--- src/rtl/main_pkg.sv ---
// Shared encodings for the main coprocessor: FSM state codes, mode codes and
// per-mode iteration counts.
package main_pkg;

  typedef enum logic [2:0] {
    ST_IDLE = 3'b000,
    ST_LOAD = 3'b001,
    ST_SQRT = 3'b010,
    ST_MUL  = 3'b011,
    ST_CBRT = 3'b100,
    ST_DONE = 3'b101
  } state_t;

  typedef enum logic [1:0] {
    MODE_OFF  = 2'b00,
    MODE_SQRT = 2'b01,
    MODE_SQH  = 2'b10,
    MODE_CBRT = 2'b11
  } mode_t;

  localparam int N_SQRT = 4;
  localparam int N_SQH  = 8;
  localparam int N_CBRT = 3;

  // Counter value on the final compute cycle of a mode.
  function automatic logic [2:0] last_iter(input mode_t m);
    case (m)
      MODE_SQRT: return 3'(N_SQRT - 1);
      MODE_SQH:  return 3'(N_SQH - 1);
      MODE_CBRT: return 3'(N_CBRT - 1);
      default:   return 3'd0;
    endcase
  endfunction

  function automatic state_t mode_state(input mode_t m);
    case (m)
      MODE_SQRT: return ST_SQRT;
      MODE_SQH:  return ST_MUL;
      MODE_CBRT: return ST_CBRT;
      default:   return ST_IDLE;
    endcase
  endfunction

endpackage

--- src/rtl/main_datapath.sv ---
// Iterative datapath: latched operand, accumulators, iteration counter and the
// per-mode step (restoring sqrt, shift-add square, trial-bit cube root).
module main_datapath import main_pkg::*; (
  input  logic       clk_i,
  input  logic       rst_i,
  input  logic       load_op_i,
  input  logic       clear_i,
  input  logic       step_i,
  input  mode_t      mode_i,
  input  logic [7:0] x_i,
  output logic       last_o,
  output logic [7:0] res_o
);

  logic [7:0]  op_q;
  logic [7:0]  sh_q, sh_d;
  logic [7:0]  rem_q, rem_d;
  logic [7:0]  res_q, res_d;
  logic [15:0] acc_q, acc_d;
  logic [2:0]  cnt_q;

  logic [9:0]  rem_n, trial_sq;
  logic [2:0]  trial_cb;
  logic [8:0]  cube;
  logic [15:0] addend;

  always_comb begin
    sh_d     = sh_q;
    rem_d    = rem_q;
    res_d    = res_q;
    acc_d    = acc_q;
    // Remainder stays below 2*root+1, so 8 bits of carried remainder suffice.
    rem_n    = {rem_q, sh_q[7:6]};
    trial_sq = {res_q, 2'b01};
    trial_cb = res_q[2:0] | (3'b100 >> cnt_q);
    cube     = 9'(trial_cb) * 9'(trial_cb) * 9'(trial_cb);
    addend   = op_q[cnt_q] ? ({8'b0, op_q} << cnt_q) : 16'd0;
    case (mode_i)
      MODE_SQRT: begin
        sh_d = {sh_q[5:0], 2'b00};
        if (rem_n >= trial_sq) begin
          rem_d = 8'(rem_n - trial_sq);
          res_d = {res_q[6:0], 1'b1};
        end else begin
          rem_d = rem_n[7:0];
          res_d = {res_q[6:0], 1'b0};
        end
      end
      MODE_SQH:  acc_d = acc_q + addend;
      MODE_CBRT: if (cube <= {1'b0, op_q}) res_d = {5'b0, trial_cb};
      default: ;
    endcase
    res_o  = (mode_i == MODE_SQH) ? acc_d[15:8] : res_d;
    last_o = (cnt_q == last_iter(mode_i));
  end

  always_ff @(posedge clk_i) begin
    if (rst_i) begin
      op_q  <= '0;
      sh_q  <= '0;
      rem_q <= '0;
      res_q <= '0;
      acc_q <= '0;
      cnt_q <= '0;
    end else begin
      if (load_op_i) op_q <= x_i;
      if (clear_i) begin
        sh_q  <= op_q;
        rem_q <= '0;
        res_q <= '0;
        acc_q <= '0;
        cnt_q <= '0;
      end else if (step_i) begin
        sh_q  <= sh_d;
        rem_q <= rem_d;
        res_q <= res_d;
        acc_q <= acc_d;
        cnt_q <= cnt_q + 3'd1;
      end
    end
  end

endmodule

--- src/rtl/main_unit.sv ---
// Multi-cycle 8-bit arithmetic coprocessor: control FSM and output registers
// around main_datapath. Result lands in y on the edge entering DONE.
module main_unit import main_pkg::*; #(
  parameter int W = 8
) (
  input  logic         clk,
  input  logic         rst,
  input  logic [W-1:0] x,
  input  logic [1:0]   on,
  input  logic         start,
  output logic [W-1:0] y,
  output logic [2:0]   s,
  output logic         b,
  output logic [1:0]   regime,
  output logic         active
);

  state_t     state_q, state_d;
  mode_t      regime_q, regime_d;
  mode_t      on_m;
  logic [7:0] y_q, y_d;
  logic       accept, compute, dp_last;
  logic [7:0] dp_res;

  assign on_m    = mode_t'(on);
  assign accept  = (state_q == ST_IDLE) && start && (on_m != MODE_OFF);
  assign compute = (state_q == ST_SQRT) || (state_q == ST_MUL) || (state_q == ST_CBRT);

  main_datapath u_dp (
    .clk_i     (clk),
    .rst_i     (rst),
    .load_op_i (accept),
    .clear_i   (state_q == ST_LOAD),
    .step_i    (compute),
    .mode_i    (regime_q),
    .x_i       (x),
    .last_o    (dp_last),
    .res_o     (dp_res)
  );

  always_ff @(posedge clk) begin
    if (rst) state_q <= ST_IDLE;
    else     state_q <= state_d;
  end

  // Dropping on to OFF aborts any busy state; a nonzero change is ignored.
  always_comb begin
    state_d = state_q;
    case (state_q)
      ST_IDLE: if (accept) state_d = ST_LOAD;
      ST_LOAD: state_d = (on_m == MODE_OFF) ? ST_IDLE : mode_state(regime_q);
      ST_SQRT, ST_MUL, ST_CBRT: begin
        if (on_m == MODE_OFF) state_d = ST_IDLE;
        else if (dp_last)     state_d = ST_DONE;
      end
      ST_DONE: state_d = ST_IDLE;
      default: state_d = ST_IDLE;
    endcase
  end

  always_comb begin
    regime_d = accept ? on_m : regime_q;
    y_d      = (compute && (on_m != MODE_OFF) && dp_last) ? dp_res : y_q;
  end

  always_ff @(posedge clk) begin
    if (rst) begin
      y_q      <= '0;
      regime_q <= MODE_OFF;
    end else begin
      y_q      <= y_d;
      regime_q <= regime_d;
    end
  end

  always_comb begin
    s      = state_q;
    b      = (state_q == ST_LOAD) || compute;
    y      = W'(y_q);
    regime = regime_q;
    active = (on != 2'b00);
  end

endmodule

--- config.mk ---
export PLATFORM = sky130hd
export DESIGN_NAME = main_unit
export DESIGN_NICKNAME = d
export VERILOG_FILES = /design/src/rtl/main_pkg.sv /design/src/rtl/main_datapath.sv /design/src/rtl/main_unit.sv
export SDC_FILE = /design/constraint.sdc
export NUM_CORES = 1
export LEC_CHECK = 0
export ABC_CLOCK_PERIOD_IN_PS = 7280
export BUFFER_PORTS_ARGS = -buffer_cell sky130_fd_sc_hd__buf_2
export CELL_PAD_IN_SITES_DETAIL_PLACEMENT = 1
export CELL_PAD_IN_SITES_GLOBAL_PLACEMENT = 2
export CORE_ASPECT_RATIO = 0.7
export CORE_MARGIN = 4
export CORE_UTILIZATION = 27
export DETAILED_ROUTE_END_ITERATION = 10
export PLACE_DENSITY = 0.71
export SLEW_MARGIN = 20
export SYNTH_ARGS = -nofsm -noshare
export SYNTH_HDL_FRONTEND = slang
export SYNTH_SLANG_ARGS = --single-unit
export TNS_END_PERCENT = 1
--- constraint.sdc ---
create_clock -name clk -period 7.28 [get_ports clk]
set_input_delay 0 -clock clk [delete_from_list [all_inputs] [get_ports clk]]
set_output_delay 0 -clock clk [all_outputs]
set_load 0.1 [all_outputs]
==> impl_summary.txt <==
----------------------------------------------------
[Global route]
  Largest net degree at the start of global routing ... 32
  Number of global-route vias before repair ... 4751
  Global-route wire length before repair ... roughly 25000 µm
  Total congestion overflow ... 0
  Antenna violations before repair ... 0
  Gr usage total ... 0.154

[Timing]
  Fin crit share ... 0.857
  Unrepaired setup endpoints after global routing ... no
  Number of slew-limit violations in the final report ... 0
  Post-route minimum period ... 6240 ps
  Setup-violating endpoint count in the final report ... 0
  Achievable frequency ... 0.160 GHz
  Total negative slack ... 0 ps
  Fin Clk Skew ... about 11 ps
  Tightest Pin Transition ... around 960 ps
  Relative slew margins ... 0.363
  Number of hold-slack violations in the final timing report ... 0

[CTS]
  CTS H-Tree Depth ... 3
  Clock buffer count from CTS ... 9
  Root Buffer ... sky130_fd_sc_hd__clkbuf_16
  Clock transition time at the flip-flop clock pins of the worst setup and hold paths ... around 60 ps
  Worst-case clock buffer depth ... 2
  Number of sinks on the clock net ... 64
  Clock latency on the worst-skew pair ... around 340 ps
  CTS tree ... done

[Route]
  Routed wirelength normalized by instance count ... approximately 17 µm
  Drt total wl ... between 15000 and 20000 µm
  Via/cell ratio ... 5.24
  Via count ... 4676
  Detail Route Antenna Nets ... 0
  TritonRoute pass-1 iters ... 4
  Initial DRC Count ... 213
  Post-detailed-route DRC marker count ... 0

[Power and ir drop]
  Static leakage ... 2.22 nW
  Combinational share of power ... 0.245
  Switching part of the total power ... 0.328
  Clock network power share ... 0.418
  Net switching power of the design ... ~0.00038 W
  Internal power consumption ... between 0.0007 and 0.0008 W
  Pwr dens ... 201 nW/µm²
  VDD IR max ... roughly 0.11 mV
  Share of power burned in registers ... 0.338

[Synth]
  Flip-flop and latch count after synthesis ... 64
  Top cell type's share of synthesized area ... 0.261
  Most frequent cell after synthesis ... sky130_fd_sc_hd__nand2_1
  Most area-hungry cell type in the Yosys netlist ... sky130_fd_sc_hd__dfxtp_1
  Total standard cell area after synthesis ... about 4900 µm²
  Top cell types by occurrence after synthesis ... 80 x sky130_fd_sc_hd__nand2_1, 64 x sky130_fd_sc_hd__a21oi_1, 64 x sky130_fd_sc_hd__dfxtp_1, 64 x sky130_fd_sc_hd__nor2_1, 52 x sky130_fd_sc_hd__ha_1
  Register area share after synthesis ... 0.261
  Number of synthesized flops with an enable pin ... 0
  Avg Inst Size Synth ... between 7 and 8 µm²
  Instance count of the mapped netlist ... between 600 and 700
  Yosys warning total ... 0
  Most used DFF post-synth ... sky130_fd_sc_hd__dfxtp_1
  Multiplexer share of the synthesized area ... 0.0573
  Top post-synthesis cells by area ... sky130_fd_sc_hd__dfxtp_1 26%, sky130_fd_sc_hd__ha_1 13%, sky130_fd_sc_hd__a21oi_1 6.5%, sky130_fd_sc_hd__nand2_1 6.1%, sky130_fd_sc_hd__nor2_1 4.9%
  Post-synthesis xor/xnor area fraction ... 0.0410
  Compound-cell area share of the yosys netlist ... 0.238
  Number of nets produced by synthesis ... ~700
  Number of different library cells in the post-synthesis netlist ... between 60 and 70
  Post-synthesis share of cell area spent on and, or, nand and nor gates ... 0.202
  Post-synth ARST share ... 0
  Main combinational cell family by area after synthesis ... compound AO/OA/AOI/OAI gates
  Post-Synth Adder-Cell Area ... 0.149

[Job]
  Max Cap Viol ... 0

[Min path]
  Worst hold path type ... input port to flip-flop
  Hold Startpoint ... start
  Hold Path Stages ... 4

[Floorplanning]
  Floorplan Core Area ... 17500 µm²
  Ports ... 28
  Die Area ... approximately 20000 µm²
  Initial core utilization ... 0.281
  Die Span Y ... ~120 µm
  Count of standard-cell rows ... 40
  Chip width ... approximately 170 µm

[Final layout]
  Layout-stage area growth over the synthesis result ... 15.7%
  Cell Count, Final, Fillers Out ... 892
  Cell area after layout ... 5690 µm²
  Fraction of final layout cells sized beyond drive strength 1 ... 0.104
  Diodes inserted ... 0
  Filler cell count in the final layout ... approximately 2100
  Post-layout util ... 0.325
  Fin nets ... a little over 700

[Setup path]
  Origin of the critical flop-to-flop path ... u_dp.cnt_q[0]$_SDFFE_PP0N_
  Reg2Reg Depth ... 20
  Critical Path Stages ... 20
  Worst stage delay on the critical path ... about 620 ps
  Crit Path Max Fanout ... 21
  Kind of cell adding the most delay to the critical path ... compound AO/OA/AOI/OAI gates
  Category of the worst setup path capture point ... flip-flop
  Cell repeated most along the worst path ... sky130_fd_sc_hd__a21oi_1
  Type of origin of the critical path ... flip-flop
  First element of the critical path ... u_dp.cnt_q[0]$_SDFFE_PP0N_
  Req. time, crit path ... 7490 ps
  Worst path slowest cell ... sky130_fd_sc_hd__a21oi_1
  Critical path class ... flip-flop to flip-flop
  Number of buffer and inverter instances along the worst setup path ... 1
  Arrival @ worst endpoint ... roughly 6500 ps
  Critical Path, Cell by Cell ... clkinv_1, ha_1, a21oi_1, nor2_1, ha_1, or3_1, a21oi_1, fa_1, fa_1, a21o_1, a21oi_1, xnor2_1, ha_1, a21oi_1, nand2_1, o211ai_1, nand2_1, o21ai_1, a2111oi_0, a2111oi_0

[Status]
  Result of the run ... completed

[Place]
  DP Wirelength ... approximately 12000 µm
  Total of buffers placed on input and output ports ... 27
  Placed standard-cell area ... 5250 µm²
  GPL Wtd Cong ... between 0.8 and 0.9
  Placed Instances ... approximately 870

----------------------------------------------------
[cells by family after synthesis]
family	Yosys count
buffers and inverters	62
and+or+nand+nor	219
adders and majority gates	56
xor gates and xnor gates	23
other	1
muxes	23
DFF	64
AOI/OAI and AO/OA	182
[per-layer routing]
layer	global-route usage	routed length, µm	share of wire
met5	0	0	0
met4	0.0297	98	0.0064
met3	0.0290	522	0.034
met2	0.234	6620	0.43
met1	0.227	8180	0.53
[sequential cells by signal, summed over array words and instances (netlist names)]
register	count
regime	2
s	3
u_dp.acc_q	16
u_dp.cnt_q	3
u_dp.op_q	8
u_dp.rem_q	8
u_dp.res_q	8
u_dp.sh_q	8
y	8
[stage by stage]
| step | power, W | hold WS [ps] | worst slack [ps] |
|---|---|---|---|
| 3_5_place_dp | 0.000670 | 245 | 716 |
| 4_1_cts | 0.00116 | 131 | 648 |
| 3_3_place_gp | 0.000665 | 231 | 1050 |
| 2_1_floorplan | 0.000601 | 144 | 1960 |
| 5_1_grt | 0.00120 | 172 | 385 |
| 6_report | 0.00114 | 146 | 1040 |
[cells in the final DEF, fill, tap and decap left out, types with 10 or more instances in the layout]
master                           n
sky130_fd_sc_hd__ha_1           52
sky130_fd_sc_hd__dlygate4sd3_1  11
sky130_fd_sc_hd__o21ai_0        32
sky130_fd_sc_hd__mux2i_1        18
sky130_fd_sc_hd__dfxtp_1        63
sky130_fd_sc_hd__nand3_1        10
sky130_fd_sc_hd__nand2b_1       10
sky130_fd_sc_hd__a21oi_1        64
sky130_fd_sc_hd__o21ai_1        10
sky130_fd_sc_hd__nor2_1         64
sky130_fd_sc_hd__nor3_1         19
sky130_fd_sc_hd__inv_1          30
sky130_fd_sc_hd__buf_2          27
sky130_fd_sc_hd__xnor2_1        18
sky130_fd_sc_hd__nand2_1        80
[worst paths after layout]
path	to	slack [ps]
max	y[1]$_SDFFE_PP0P_	1040
min	s[0]$_SDFFE_PP0P_	150
max reg2reg	y[1]$_SDFFE_PP0P_	1040
min reg2reg	u_dp.acc_q[7]$_SDFFE_PP0P_	460
[final cells by class]
cell class / instances / area [µm²] / share of cell area
multi-input cells: 504 / 3380 / 0.595
well taps: 231 / 289 / 0.0508
clock buffers: 11 / 243 / 0.0427
clock inverters: 5 / 80.1 / 0.0141
flip-flops and latches: 64 / 1280 / 0.226
repair buffers: 43 / 283 / 0.0497
inverters: 34 / 128 / 0.0224
[repair_timing]
| item | in CTS | in global routing |
|---|---|---|
| endpoints found under the setup margin | 0 | 1 |
| hold buffers | 11 | 0 |
| hold endpoints to repair | 10 | 0 |
| resized for setup | 0 | 1 |
| buffers inserted | 0 | 0 |
[worst reg2reg max path: stages (launching register included)]
cell	delay [ps]
sky130_fd_sc_hd__dfxtp_2	600
sky130_fd_sc_hd__clkinv_1	350
sky130_fd_sc_hd__ha_1	290
sky130_fd_sc_hd__a21oi_1	620
sky130_fd_sc_hd__nor2_1	170
sky130_fd_sc_hd__ha_1	280
sky130_fd_sc_hd__or3_1	370
sky130_fd_sc_hd__a21oi_1	180
sky130_fd_sc_hd__fa_1	490
sky130_fd_sc_hd__fa_1	480
sky130_fd_sc_hd__a21o_1	170
sky130_fd_sc_hd__a21oi_1	170
sky130_fd_sc_hd__xnor2_1	140
sky130_fd_sc_hd__ha_1	280
sky130_fd_sc_hd__a21oi_1	200
sky130_fd_sc_hd__nand2_1	80
sky130_fd_sc_hd__o211ai_1	310
sky130_fd_sc_hd__nand2_1	240
sky130_fd_sc_hd__o21ai_1	230
sky130_fd_sc_hd__a2111oi_0	90
sky130_fd_sc_hd__a2111oi_0	370
[power by group through the flow]
stage / logic [W] / clock network, W / registers [W]
after global placement: 0.000272 / 0 / 0.000393
after global routing: 0.000309 / 0.000506 / 0.000389
final: 0.000280 / 0.000478 / 0.000386
after CTS: 0.000283 / 0.000494 / 0.000386
after floorplan: 0.000193 / 0 / 0.000408
after detailed placement: 0.000276 / 0 / 0.000394
Note: power is estimated with default switching activity, not from simulation.
